## src/rtl/encoder_feeder.sv

```systemverilog
// Byte-to-bit feeder for the convolutional encoder. Bytes are sent MSB first,
// each bit is handshaked against out_enable, and K-1 zero tail bits end a frame.
module encoder_feeder #(
  parameter int TIMEOUT_CYCLES = 5
) (
  input  logic       clk,
  input  logic       rst,
  input  logic [7:0] byte_in,
  input  logic       byte_valid,
  input  logic       byte_last,
  output logic       byte_ready,
  input  logic [1:0] constraint_sel,
  output logic [1:0] enc_constraint_sel,
  output logic       data_in,
  output logic       in_enable,
  input  logic       enc_out_enable,
  output logic       busy,
  output logic       frame_done,
  output logic       timeout_err
);

  localparam logic [3:0] TIMEOUT_LIM = 4'(TIMEOUT_CYCLES);

  typedef enum logic [1:0] {IDLE, SEND, WAIT, GAP} state_t;

  state_t     state, state_nxt;
  logic [7:0] shreg, shreg_nxt;
  logic [3:0] bit_cnt, bit_cnt_nxt;
  logic [2:0] tail_cnt, tail_cnt_nxt;
  logic [3:0] timer, timer_nxt;
  logic       last_q, last_nxt;
  logic       in_tail, in_tail_nxt;
  logic       frame_open, frame_open_nxt;
  logic [1:0] ksel_nxt;
  logic       ready_nxt, data_nxt, in_enable_nxt, busy_nxt;
  logic       frame_done_nxt, timeout_nxt;
  logic       to_gap;

  // Number of flush bits (K-1) for a constraint select.
  function automatic logic [2:0] tail_len(input logic [1:0] sel);
    case (sel)
      2'b00:   tail_len = 3'd2;
      2'b01:   tail_len = 3'd3;
      2'b10:   tail_len = 3'd4;
      default: tail_len = 3'd6;
    endcase
  endfunction

  always_ff @(posedge clk or posedge rst) begin
    if (rst) begin
      state              <= IDLE;
      shreg              <= 8'd0;
      bit_cnt            <= 4'd0;
      tail_cnt           <= 3'd0;
      timer              <= 4'd0;
      last_q             <= 1'b0;
      in_tail            <= 1'b0;
      frame_open         <= 1'b0;
      enc_constraint_sel <= 2'b00;
      byte_ready         <= 1'b1;
      data_in            <= 1'b0;
      in_enable          <= 1'b0;
      busy               <= 1'b0;
      frame_done         <= 1'b0;
      timeout_err        <= 1'b0;
    end else begin
      state              <= state_nxt;
      shreg              <= shreg_nxt;
      bit_cnt            <= bit_cnt_nxt;
      tail_cnt           <= tail_cnt_nxt;
      timer              <= timer_nxt;
      last_q             <= last_nxt;
      in_tail            <= in_tail_nxt;
      frame_open         <= frame_open_nxt;
      enc_constraint_sel <= ksel_nxt;
      byte_ready         <= ready_nxt;
      data_in            <= data_nxt;
      in_enable          <= in_enable_nxt;
      busy               <= busy_nxt;
      frame_done         <= frame_done_nxt;
      timeout_err        <= timeout_nxt;
    end
  end

  // Outputs are registered, so each one is computed for the state being entered.
  always_comb begin
    state_nxt      = state;
    shreg_nxt      = shreg;
    bit_cnt_nxt    = bit_cnt;
    tail_cnt_nxt   = tail_cnt;
    timer_nxt      = timer;
    last_nxt       = last_q;
    in_tail_nxt    = in_tail;
    frame_open_nxt = frame_open;
    ksel_nxt       = enc_constraint_sel;
    data_nxt       = 1'b0;
    in_enable_nxt  = 1'b0;
    frame_done_nxt = 1'b0;
    timeout_nxt    = timeout_err;
    to_gap         = 1'b0;

    case (state)
      IDLE: begin
        if (byte_valid && byte_ready) begin
          shreg_nxt     = byte_in;
          last_nxt      = byte_last;
          bit_cnt_nxt   = 4'd8;
          in_tail_nxt   = 1'b0;
          data_nxt      = byte_in[7];
          in_enable_nxt = 1'b1;
          state_nxt     = SEND;
          if (!frame_open) begin
            ksel_nxt       = constraint_sel;
            frame_open_nxt = 1'b1;
          end
        end
      end
      SEND: begin
        if (in_tail) tail_cnt_nxt = tail_cnt - 3'd1;
        else         bit_cnt_nxt  = bit_cnt - 4'd1;
        timer_nxt = 4'd0;
        state_nxt = WAIT;
      end
      WAIT: begin
        if (enc_out_enable) begin
          to_gap = 1'b1;
        end else begin
          timer_nxt = timer + 4'd1;
          if (timer_nxt == TIMEOUT_LIM) begin
            to_gap      = 1'b1;
            timeout_nxt = 1'b1;
          end
        end
        if (to_gap) begin
          state_nxt = GAP;
          // The GAP being entered is the frame's last one when the tail is exhausted.
          frame_done_nxt = in_tail && (tail_cnt == 3'd0);
        end
      end
      GAP: begin
        if (bit_cnt != 4'd0) begin
          shreg_nxt     = {shreg[6:0], 1'b0};
          data_nxt      = shreg[6];
          in_enable_nxt = 1'b1;
          state_nxt     = SEND;
        end else if (tail_cnt != 3'd0) begin
          in_enable_nxt = 1'b1;
          state_nxt     = SEND;
        end else if (!in_tail && last_q) begin
          tail_cnt_nxt  = tail_len(enc_constraint_sel);
          in_tail_nxt   = 1'b1;
          in_enable_nxt = 1'b1;
          state_nxt     = SEND;
        end else if (in_tail) begin
          in_tail_nxt    = 1'b0;
          frame_open_nxt = 1'b0;
          state_nxt      = IDLE;
        end else begin
          state_nxt = IDLE;
        end
      end
      default: state_nxt = IDLE;
    endcase

    busy_nxt  = (state_nxt != IDLE);
    ready_nxt = (state_nxt == IDLE);
  end

endmodule

```

## config.mk

```make
export PLATFORM = sky130hd
export DESIGN_NAME = encoder_feeder
export DESIGN_NICKNAME = d
export VERILOG_FILES = /design/src/rtl/encoder_feeder.sv
export SDC_FILE = /design/constraint.sdc
export NUM_CORES = 1
export LEC_CHECK = 0
export ABC_AREA = 1
export BUFFER_PORTS_ARGS = -buffer_cell sky130_fd_sc_hd__buf_2
export CAP_MARGIN = 20
export CELL_PAD_IN_SITES_DETAIL_PLACEMENT = 0
export CELL_PAD_IN_SITES_GLOBAL_PLACEMENT = 2
export CORE_UTILIZATION = 36
export DETAILED_ROUTE_END_ITERATION = 10
export GPL_TIMING_DRIVEN = 0
export PLACE_DENSITY_LB_ADDON = 0.1
export SLEW_MARGIN = 5
export SYNTH_ARGS = -nofsm -noshare
export SYNTH_HDL_FRONTEND = slang
export SYNTH_SLANG_ARGS = --single-unit
```

## constraint.sdc

```tcl
create_clock -name clk -period 3.55 [get_ports clk]
set_input_delay 0.71 -clock clk [delete_from_list [all_inputs] [get_ports clk]]
set_output_delay 0.71 -clock clk [all_outputs]
set_load 0.1 [all_outputs]
```

Word-level counts from Yosys, hierarchy flattened
Index checks and enable logic that the tools add are counted.

Register bits: 31. Bits of input ports: 15. Output and inout port bits: 8. Word-level logic and storage cells: 103.

Add/sub/neg operators: 3. Equality and inequality tests: 16. Muxes and demuxes: 43. Bitwise logic cells: 2. Reductions and logical operators: 24.

Operator list (count): 1-bit two-way mux (22); 2-bit != test, second input constant (10); 4-bit one-hot mux with 2 select lines (2); 7-bit two-way mux (2); 7-bit one-hot mux with 2 select lines (1); 3-bit two-way mux (4); 4-bit two-way mux (3); 3-bit AND reduction (4); 2-bit nonzero test (5); 3-bit one-hot mux with 3 select lines (1); 1-bit one-hot mux with 2 select lines (4); 2-bit one-hot mux with 4 select lines (1); 2-bit equality test, second input constant (3); 2-bit logical NOT (3); 3-bit one-hot mux with 2 select lines (1); 6-bit AND reduction (1); 5-bit AND reduction (1); 4-bit by 1-bit adder with 4-bit output, second input constant (1); 2-bit by 1-bit equality test with 1-bit output, second input constant (2); 4-bit by 3-bit equality test with 1-bit output, second input constant (1); 2-bit two-way mux (2); 2-bit AND reduction (2); 4-bit AND reduction (1); 4-bit nonzero test (1); 7 further kinds (10).

Logic depth before layout (Yosys ltp)
Gate-level depths: netlist of the first run.

Depth in word-level cells: 8. Gate-level depth with buffers: 11. Gate-level depth less buffers: 11.

Worst setup path before layout of the first run
No wires, ideal clock.

Path type: reg2reg. Start: register byte_ready. End: register enc_constraint_sel[0]. Library setup time: 126 ps. Data arrival time: 1695 ps. Data required time: 3424 ps. Slack: 1729 ps. Stages on the path, launching flop included: 6. Buffers on the path: 0. Period minus slack after synthesis: 1821 ps. Cell sequence: dfstp_2 nand2_1 inv_2 nand2_4 or2_4 mux2_4.

Cells in the longest elaborated chain, start to end: 2.

Ends and longest elaborated chain: from (decl) (RTL line 11) `output logic byte_ready,`; from (signal assigned) (RTL line 76) `byte_ready <= ready_nxt;`; 1-bit logical AND (RTL line 104) `if (byte_valid && byte_ready) begin`; 3-bit AND reduction (no source line); to (signal assigned) (RTL line 75) `enc_constraint_sel <= ksel_nxt;`; to (decl) (RTL line 13) `output logic [1:0] enc_constraint_sel,`.

Every way passes these cells. A chain may end at the register's enable or synchronous reset.

Worst setup path in the final report of the first run
Start: register byte_ready. End: output byte_ready.

No word-level cell between the ends.

==> flow_summary.ini, run 1 <==
[run_status]
outcome = complete, no violations

[clock_tree]
cts_max_level = 2
cts_num_sinks = 31
cts_resized = 0
cts_tree = done
cts_max_path_buffers = 2
cts_hold_buf = 0
root_buffer = clkbuf_8
numCtsBuffers = 5
clk_pin_slew_ns = 0.07
clk_latency_ns = 0.28
post_cts_buffers = 0

[detailed_routing]
wirelength_um = 3296
vias_per_cell = 4.752
drt_pass1_iterations = 4
wl_per_cell_um = 12.21
drt_first_iter_violations = 68
ant_nets = 0
num_vias = 1283
remaining_drc_errors = 0

[placement]
numPortBuffers = 22
place_area_mm2 = 0.001805
gp_congestion = 0.7302
hpwl_um = 2559
dpl.cell_count = 262

[grt]
grt_pass1_vias = 1210
antenna_found_initial = 0
grt_pass1_wl_um = 5451
grt_usage_pct = 15.93
grt-ovfl-total = 0
grt_max_degree = 17

[worst_setup_path]
slowest_delay_ns = 0.52
critPathKind = reg -> out
worstPathMaxFanout = 2
worstPathCellList = buf_2
cp-start-kind = register
required_ns = 2.84
cp_top_family = flip-flops
cp.arrival_ns = 1.22
crit_path_end_kind = output port
critPathBufInv = 1
slowest_stage = dfstp_2

[final_layout]
diodes = 0
fin_area_mm2 = 0.001887
area_growth_pct = 17.54
multi_input_area_um2 = 694.4
final-seq-area_um2 = 777.0
drive_gt1_share_pct = 20.45
final_cells = 270
final_nets = 243
fillers = 422

[floorplan]
design.core.area_mm2 = 0.004144
die_h_um = 68.78
boundaryPins = 23
initial_core_util_pct = 38.74
die_x_um = 68.78
die_area_mm2 = 0.004730
rows = 23

[logic_synthesis]
synth_compound_area_share_pct = 14.26
ys.warnings.count = 0
synth_nets = 213
synth_fa_ha_area_share_pct = 7.015
avgSynthCellArea_um2 = 8.494
synth_top_family_by_area = simple AND/OR/NAND/NOR gates
synth_mux_area_share_pct = 0.9353
synth_xor_area_share_pct = 1.091
synth_cell_types = 27
ys_seq_area_share_pct = 48.40
yosys.area_share.simple_pct = 19.95
synth-seq-cells = 31
syn_area_mm2 = 0.001605
netlist_instances = 189

[power_and_ir_drop]
vdd_ir_drop_max_uv = 454.5
p_leak_nw = 0.9911
power.density_mw_per_mm2 = 993.9

[flow_run]
drv_cap = 0

[timing]
rsz0062_at_grt = false
setup_tns_ns = 0
maxSlewHeadroom_pct = 53.90
fin_crit_ns = 1.932
worst_slew_pin_slew_ns = 0.6907
fmax_ghz = 0.5177
timing.final.crit_share_pct = 54.41
final_hold_viol_count = 0
holdWs_ns = 0.4726
setup_viol = 0
finalMaxSlewViolations = 0
finClkSkew_ns = 0.008483

[hold_path]
hp-class = reg -> reg
## synth_stat cells
cell	number	area share (%)
nand2_1	42	9.8
dfrtp_1	30	47
inv_1	25	5.8
nor2_1	20	4.7
nand3_1	10	3.1
ha_1	9	7.0
o21ai_1	9	2.8
o21ai_0	8	2.5
a21oi_1	6	1.9
inv_2	5	1.2
o31ai_1	4	1.9
o22ai_1	3	1.2
buf_2	2	0.62
o31ai_2	2	1.6
xor2_1	2	1.1
buf_6	1	0.70
dfstp_2	1	1.6
mux2_4	1	0.94
nand2_4	1	0.70
nand4_1	1	0.39
nor3_1	1	0.31
o211ai_1	1	0.47
o21ai_2	1	0.55
o21ai_4	1	1.0
o21bai_1	1	0.47
or2_1	1	0.39
or2_4	1	0.55
## state kept, by name, indices dropped and copies added (netlist names)
register / flops
shreg: 7
bit_cnt: 4
timer: 4
tail_cnt: 3
enc_constraint_sel: 2
state: 2
busy: 1
byte_ready: 1
data_in: 1
frame_done: 1
frame_open: 1
in_enable: 1
in_tail: 1
last_q: 1
timeout_err: 1
## cell type report
class,instances,share of cell area [%]
multi-input cells,125,36.80
well taps,50,3.316
flip-flops and latches,31,41.18
clock inverters,1,0.2653
repair buffers,23,7.294
clock buffers,7,4.045
inverters,30,5.968
plain buffers,3,1.127
## placed cells by master, fill, tap and decap left out, types with 2 or more instances in the layout
| cell | instances |
|---|---|
| nor2_1 | 20 |
| o31ai_2 | 2 |
| clkbuf_8 | 5 |
| ha_1 | 9 |
| nand3_1 | 10 |
| a21oi_1 | 6 |
| o21ai_1 | 9 |
| buf_2 | 24 |
| o31ai_1 | 4 |
| nand2_1 | 42 |
| clkbuf_1 | 2 |
| o21ai_0 | 8 |
| dfrtp_1 | 30 |
| inv_1 | 25 |
| o22ai_1 | 3 |
| xor2_1 | 2 |
| inv_2 | 5 |
## metal layers
| metal | up-vias | routed length (µm) | track usage, % |
|---|---|---|---|
| met5 | - | 0 | 0 |
| met4 | 0 | 25 | 5.357 |
| met3 | 4 | 97 | 3.947 |
| met2 | 15 | 1507 | 24.88 |
| met1 | 601 | 1666 | 21.48 |
| li1 | 663 | - | - |
## path summary, 6_finish.rpt
path                        startpoint  depth (start not counted)                    end  slack, ns
hold reg to reg            timeout_err                          1            timeout_err       0.47
max in group asynchronous          rst                          3             byte_ready       2.42
setup / recovery            byte_ready                          1             byte_ready       1.62
min in group asynchronous          rst                          2               state[1]       0.53
setup reg to reg              state[0]                          5  enc_constraint_sel[0]       1.89
hold / removal             timeout_err                          1            timeout_err       0.47
## where the power goes
group | leakage (nW) | internal [mW] | switching, mW
clock | 0.0422 | 0.137 | 0.127
sequential | 0.383 | 0.503 | 0.0818
combinational | 0.566 | 0.305 | 0.721
total | 0.991 | 0.946 | 0.930
## kinds of logic after synthesis
logic type	count (synthesis)
DFF	31
xor gates and xnor gates	2
buffers and inverters	33
AOI/OAI and AO/OA	36
adders and majority gates	9
and+or+nand+nor	77
muxes	1
## stage by stage
step	setup slack [ns]	power (mW)	utilization (%)
finish	1.618	1.875	45.53
global route	1.591	2.040	45.53
CTS	1.609	1.896	45.53
detailed placement	1.828	1.628	43.57
global placement	1.708	1.586	42.90
floorplan	1.729	1.408	-
Note: power is estimated with default switching activity, not from simulation.
==> inputs of run 2 (changes only) <==
--- a/config.mk
+++ b/config.mk
@@ -10,7 +10,7 @@
 export CAP_MARGIN = 20
 export CELL_PAD_IN_SITES_DETAIL_PLACEMENT = 0
 export CELL_PAD_IN_SITES_GLOBAL_PLACEMENT = 2
-export CORE_UTILIZATION = 36
+export CORE_UTILIZATION = 33
 export DETAILED_ROUTE_END_ITERATION = 10
 export GPL_TIMING_DRIVEN = 0
 export PLACE_DENSITY_LB_ADDON = 0.1
==> constraint.sdc (replaced) <==
create_clock -name clk -period 1.91 [get_ports clk]
set_input_delay 0.382 -clock clk [delete_from_list [all_inputs] [get_ports clk]]
set_output_delay 0.382 -clock clk [all_outputs]
set_load 0.1 [all_outputs]
==> flow_summary.ini, run 2 (same netlist as run 1, synthesis figures left out) <==
[run_status]
outcome = complete, no violations

[floorplan]
die_x_um = 71.75
design.core.area_mm2 = 0.004692
boundaryPins = 23
die_area_mm2 = 0.005147
initial_core_util_pct = 34.21
rows = 25
die_h_um = 71.75

[power_and_ir_drop]
p_leak_nw = 1.014
vdd_ir_drop_max_uv = 766.4
power_mw = 3.753
power.density_mw_per_mm2 = 1931

[clock_tree]
cts_hold_buf = 0
cts_resized = 0
cts_tree = done
numCtsBuffers = 5
cts_max_path_buffers = 2
clk_latency_ns = 0.28
post_cts_buffers = 0
root_buffer = clkbuf_8
cts_num_sinks = 31
clk_pin_slew_ns = 0.07
cts_max_level = 2

[placement]
place_area_mm2 = 0.001810
hpwl_um = 2529
numPortBuffers = 22
gp_congestion = 0.7420

[grt]
grt_pass1_wl_um = 5816
grt_max_degree = 23
grt_pass1_vias = 1285
antenna_found_initial = 0
grt_usage_pct = 14.75
grt-ovfl-total = 0

[timing]
setup_tns_ns = 0
timing.final.crit_share_pct = 87.15
fin_crit_ns = 1.665
finalMaxSlewViolations = 0
fmax_ghz = 0.6007
final_hold_viol_count = 0
setup_viol = 0
rsz0062_at_grt = false
worst_slew_pin_slew_ns = 0.4807
finClkSkew_ns = 0.009433
maxSlewHeadroom_pct = 67.92

[flow_run]
drv_cap = 0

[worst_setup_path]
critPathKind = reg -> reg
cp-start-kind = register
crit_path_end_kind = register
required_ns = 2.07
cp.arrival_ns = 1.82
worstPathMaxFanout = 5

[final_layout]
final_nets = 243
largest_reg_flops = 7
fin_area_mm2 = 0.001943
regMostFlops = shreg
final_cell_mix = nand2_1 (42), dfrtp_1 (30), inv_1 (25)
drive_gt1_share_pct = 20.91
area_growth_pct = 21.04
fillers = 494
diodes = 0
largestRegisters = shreg x7, bit_cnt x4, timer x4
mostFrequentLayoutCell = nand2_1

[detailed_routing]
wl_per_cell_um = 12.17
remaining_drc_errors = 0
drt_pass1_iterations = 4
drt_first_iter_violations = 60
wirelength_um = 3334
vias_per_cell = 4.807
ant_nets = 0
num_vias = 1317

[hold_path]
hp-class = in -> async
-- run 2: report_power, final --
group          internal (mW)  switching, mW
Combinational          0.568           1.33
Clock                  0.521          0.244
Sequential             0.934          0.153
-- run 2: metrics by stage --
stage | hold WS (ns) | std cells | util (%) | setup slack [ns]
after global placement | 0.4567 | 265 | 38.00 | 0.2986
after CTS | 0.1145 | 274 | 41.41 | 0.2322
after detailed placement | 0.4261 | 266 | 38.59 | 0.2612
after floorplan | 0.4448 | 189 | - | 0.08893
final | 0.1040 | 274 | 41.41 | 0.2454
after global routing | 0.1362 | 274 | 41.41 | 0.1034
-- run 2: worst max-delay path, stage by stage (launching register included) --
cell	delay, ns
dfrtp_1	0.41
inv_1	0.12
ha_1	0.34
nand2_4	0.11
or2_4	0.26
mux2_4	0.30
-- run 2: area by class of cell --
class                           instances  area (µm²)  share of cell area (%)
Clock inverter                          2       60.06                   3.091
Sequential cell                        31       777.0                   39.99
Timing Repair Buffer                   23       137.6                   7.083
Tap cell                               54       67.56                   3.477
Clock buffer                            6       72.57                   3.735
Inverter                               30       112.6                   5.795
Buffer                                  3       21.27                   1.095
Multi-Input combinational cell        125       694.4                   35.74
-- run 2: path summary, 6_finish.rpt --
check                       startpoint                     to  slack [ns]  depth (start not counted)
min reg2reg                timeout_err            timeout_err        0.48                          1
max                           state[0]  enc_constraint_sel[0]        0.25                          5
min in group clk             byte_last                 last_q        0.29                          3
max reg2reg                   state[0]  enc_constraint_sel[0]        0.25                          5
min                                rst                   busy        0.10                          2
max in group asynchronous          rst            tail_cnt[1]        1.33                          3
-- run 2: routing by layer --
| metal | vias up | GRT usage (%) | part of all wire (%) |
|---|---|---|---|
| li1 | 665 | - | - |
| met1 | 620 | 18.04 | 46 |
| met2 | 27 | 24.00 | 48 |
| met3 | 5 | 4.641 | 4.3 |
| met4 | 0 | 6.318 | 1.7 |
| met5 | - | 0 | 0 |
==> inputs of run 3 (changes only) <==
--- a/config.mk
+++ b/config.mk
@@ -9,8 +9,8 @@
 export BUFFER_PORTS_ARGS = -buffer_cell sky130_fd_sc_hd__buf_2
 export CAP_MARGIN = 20
 export CELL_PAD_IN_SITES_DETAIL_PLACEMENT = 0
-export CELL_PAD_IN_SITES_GLOBAL_PLACEMENT = 2
-export CORE_UTILIZATION = 33
+export CELL_PAD_IN_SITES_GLOBAL_PLACEMENT = 1
+export CORE_UTILIZATION = 42
 export DETAILED_ROUTE_END_ITERATION = 10
 export GPL_TIMING_DRIVEN = 0
 export PLACE_DENSITY_LB_ADDON = 0.1
==> flow_summary.ini, run 3 (same netlist as run 1, synthesis figures left out) <==
[power_and_ir_drop]
p_leak_nw = 0.9901
power_mw = 3.479
power.density_mw_per_mm2 = 1842
vdd_ir_drop_max_uv = 738.8

[timing]
finClkSkew_ns = 0.008006
maxSlewHeadroom_pct = 66.81
final_hold_viol_count = 0
timing.final.crit_share_pct = 86.65
fin_crit_ns = 1.655
rsz0062_at_grt = false
worst_slew_pin_slew_ns = 0.4973
finalMaxSlewViolations = 0
setup_tns_ns = 0
layout_setup_ws_ns = 0.2549
setup_viol = 0
fmax_ghz = 0.6042

[final_layout]
drive_gt1_share_pct = 20.91
area_growth_pct = 17.61
diodes = 0
final_cell_mix = nand2_1 (42), dfrtp_1 (30), inv_1 (25)
final_nets = 243
fillers = 352
largestRegisters = shreg x7, bit_cnt x4, timer x4
mostFrequentLayoutCell = nand2_1
finalCoreUtilization_pct = 51.57
regMostFlops = shreg
final_cells = 268
largest_reg_flops = 7

[floorplan]
die_h_um = 63.83
boundaryPins = 23
initial_core_util_pct = 43.85
die_x_um = 63.83
design.core.area_mm2 = 0.003661
die_area_mm2 = 0.004074
rows = 22

[grt]
grt-ovfl-total = 0
antenna_found_initial = 0
grt_usage_pct = 18.34
grt_pass1_wl_um = 5589
grt_pass1_vias = 1301
grt_max_degree = 22

[clock_tree]
clk_latency_ns = 0.29
clk_pin_slew_ns = 0.07
root_buffer = clkbuf_8
cts_num_sinks = 31
cts_max_level = 2
numCtsBuffers = 5
post_cts_buffers = 0
cts_tree = done
cts_resized = 0
cts_max_path_buffers = 2
cts_hold_buf = 0

[worst_setup_path]
crit_path_end_kind = register
critPathKind = reg -> reg
slowest_stage = dfrtp_1
cp-start-kind = register
worstPathCellList = inv_1 > ha_1 > nand2_4 > or2_4 > mux2_4
required_ns = 2.08
cp_top_family = flip-flops
critPathBufInv = 1
crit_path_start = state[0]
ff2ff_setup_slack_ns = 0.25
r2r_cells = 5
reg2reg_to = enc_constraint_sel[0]
worstPathMaxFanout = 5
cp.arrival_ns = 1.82
slowest_delay_ns = 0.41
r2r-start = state[0]

[placement]
gp_congestion = 0.7953
dpl.cell_count = 260
dp_slack_ns = 0.2684
hpwl_um = 2402
numPortBuffers = 22

[flow_run]
drv_cap = 0

[detailed_routing]
wl_per_cell_um = 11.54
remaining_drc_errors = 0
wirelength_um = 3092
drt_first_iter_violations = 52
ant_nets = 0
vias_per_cell = 4.787
num_vias = 1283
drt_pass1_iterations = 4

[hold_path]
hp-class = in -> async

[run_status]
outcome = complete, no violations
## run 3: cell count changes in the layout (fill, tap and decap cells not counted), sizes merged
| cell | delta |
|---|---|
| clkinvlp | +1 |
| bufinv | -2 |
| clkinv | +1 |
## run 3: worst max-delay path by stage
stage	cells past startpoint	end	slack [ns]
global route	7	shreg[5]	0.14
detailed placement	7	shreg[5]	0.27
CTS	7	shreg[5]	0.24
finish	5	enc_constraint_sel[0]	0.25
global placement	5	enc_constraint_sel[0]	0.30
floorplan	5	enc_constraint_sel[0]	0.09
## run 3: area by class of cell
type                            instances  area (µm²)  area share [%]
Buffer                                  3       21.27           1.127
Clock buffer                            6       72.57           3.844
Clock inverter                          2       12.51          0.6627
Inverter                               30       112.6           5.964
Multi-Input combinational cell        125       694.4           36.78
Sequential cell                        31       777.0           41.15
Tap cell                               48       60.06           3.181
Timing Repair Buffer                   23       137.6           7.290
## run 3: where the power goes
| part | internal [mW] | total, mW | leakage [nW] | switching, mW |
|---|---|---|---|---|
| clock | 0.254 | 0.508 | 0.0412 | 0.253 |
| sequential | 0.934 | 1.09 | 0.383 | 0.153 |
| combinational | 0.567 | 1.88 | 0.566 | 1.32 |
## run 3: through the flow
stage,hold slack (ns),cell area (µm²)
5_1_grt,0.1413,1888
2_1_floorplan,0.4448,1605
3_3_place_gp,0.4563,1775
4_1_cts,0.1181,1888
6_report,0.1035,1888
3_5_place_dp,0.4330,1803
## run 3: worst register-to-register path: stages, from the launching register on
cell	delay (ns)
dfrtp_1	0.41
inv_1	0.12
ha_1	0.35
nand2_4	0.11
or2_4	0.26
mux2_4	0.30
## run 3: layer usage
layer  part of all wire (%)  wire length, µm  GRT usage [%]
met5                      0                0              0
met1                     45             1386          20.55
met2                     49             1510          30.72
met4                    2.0               62          10.23
met3                    4.3              132          5.714
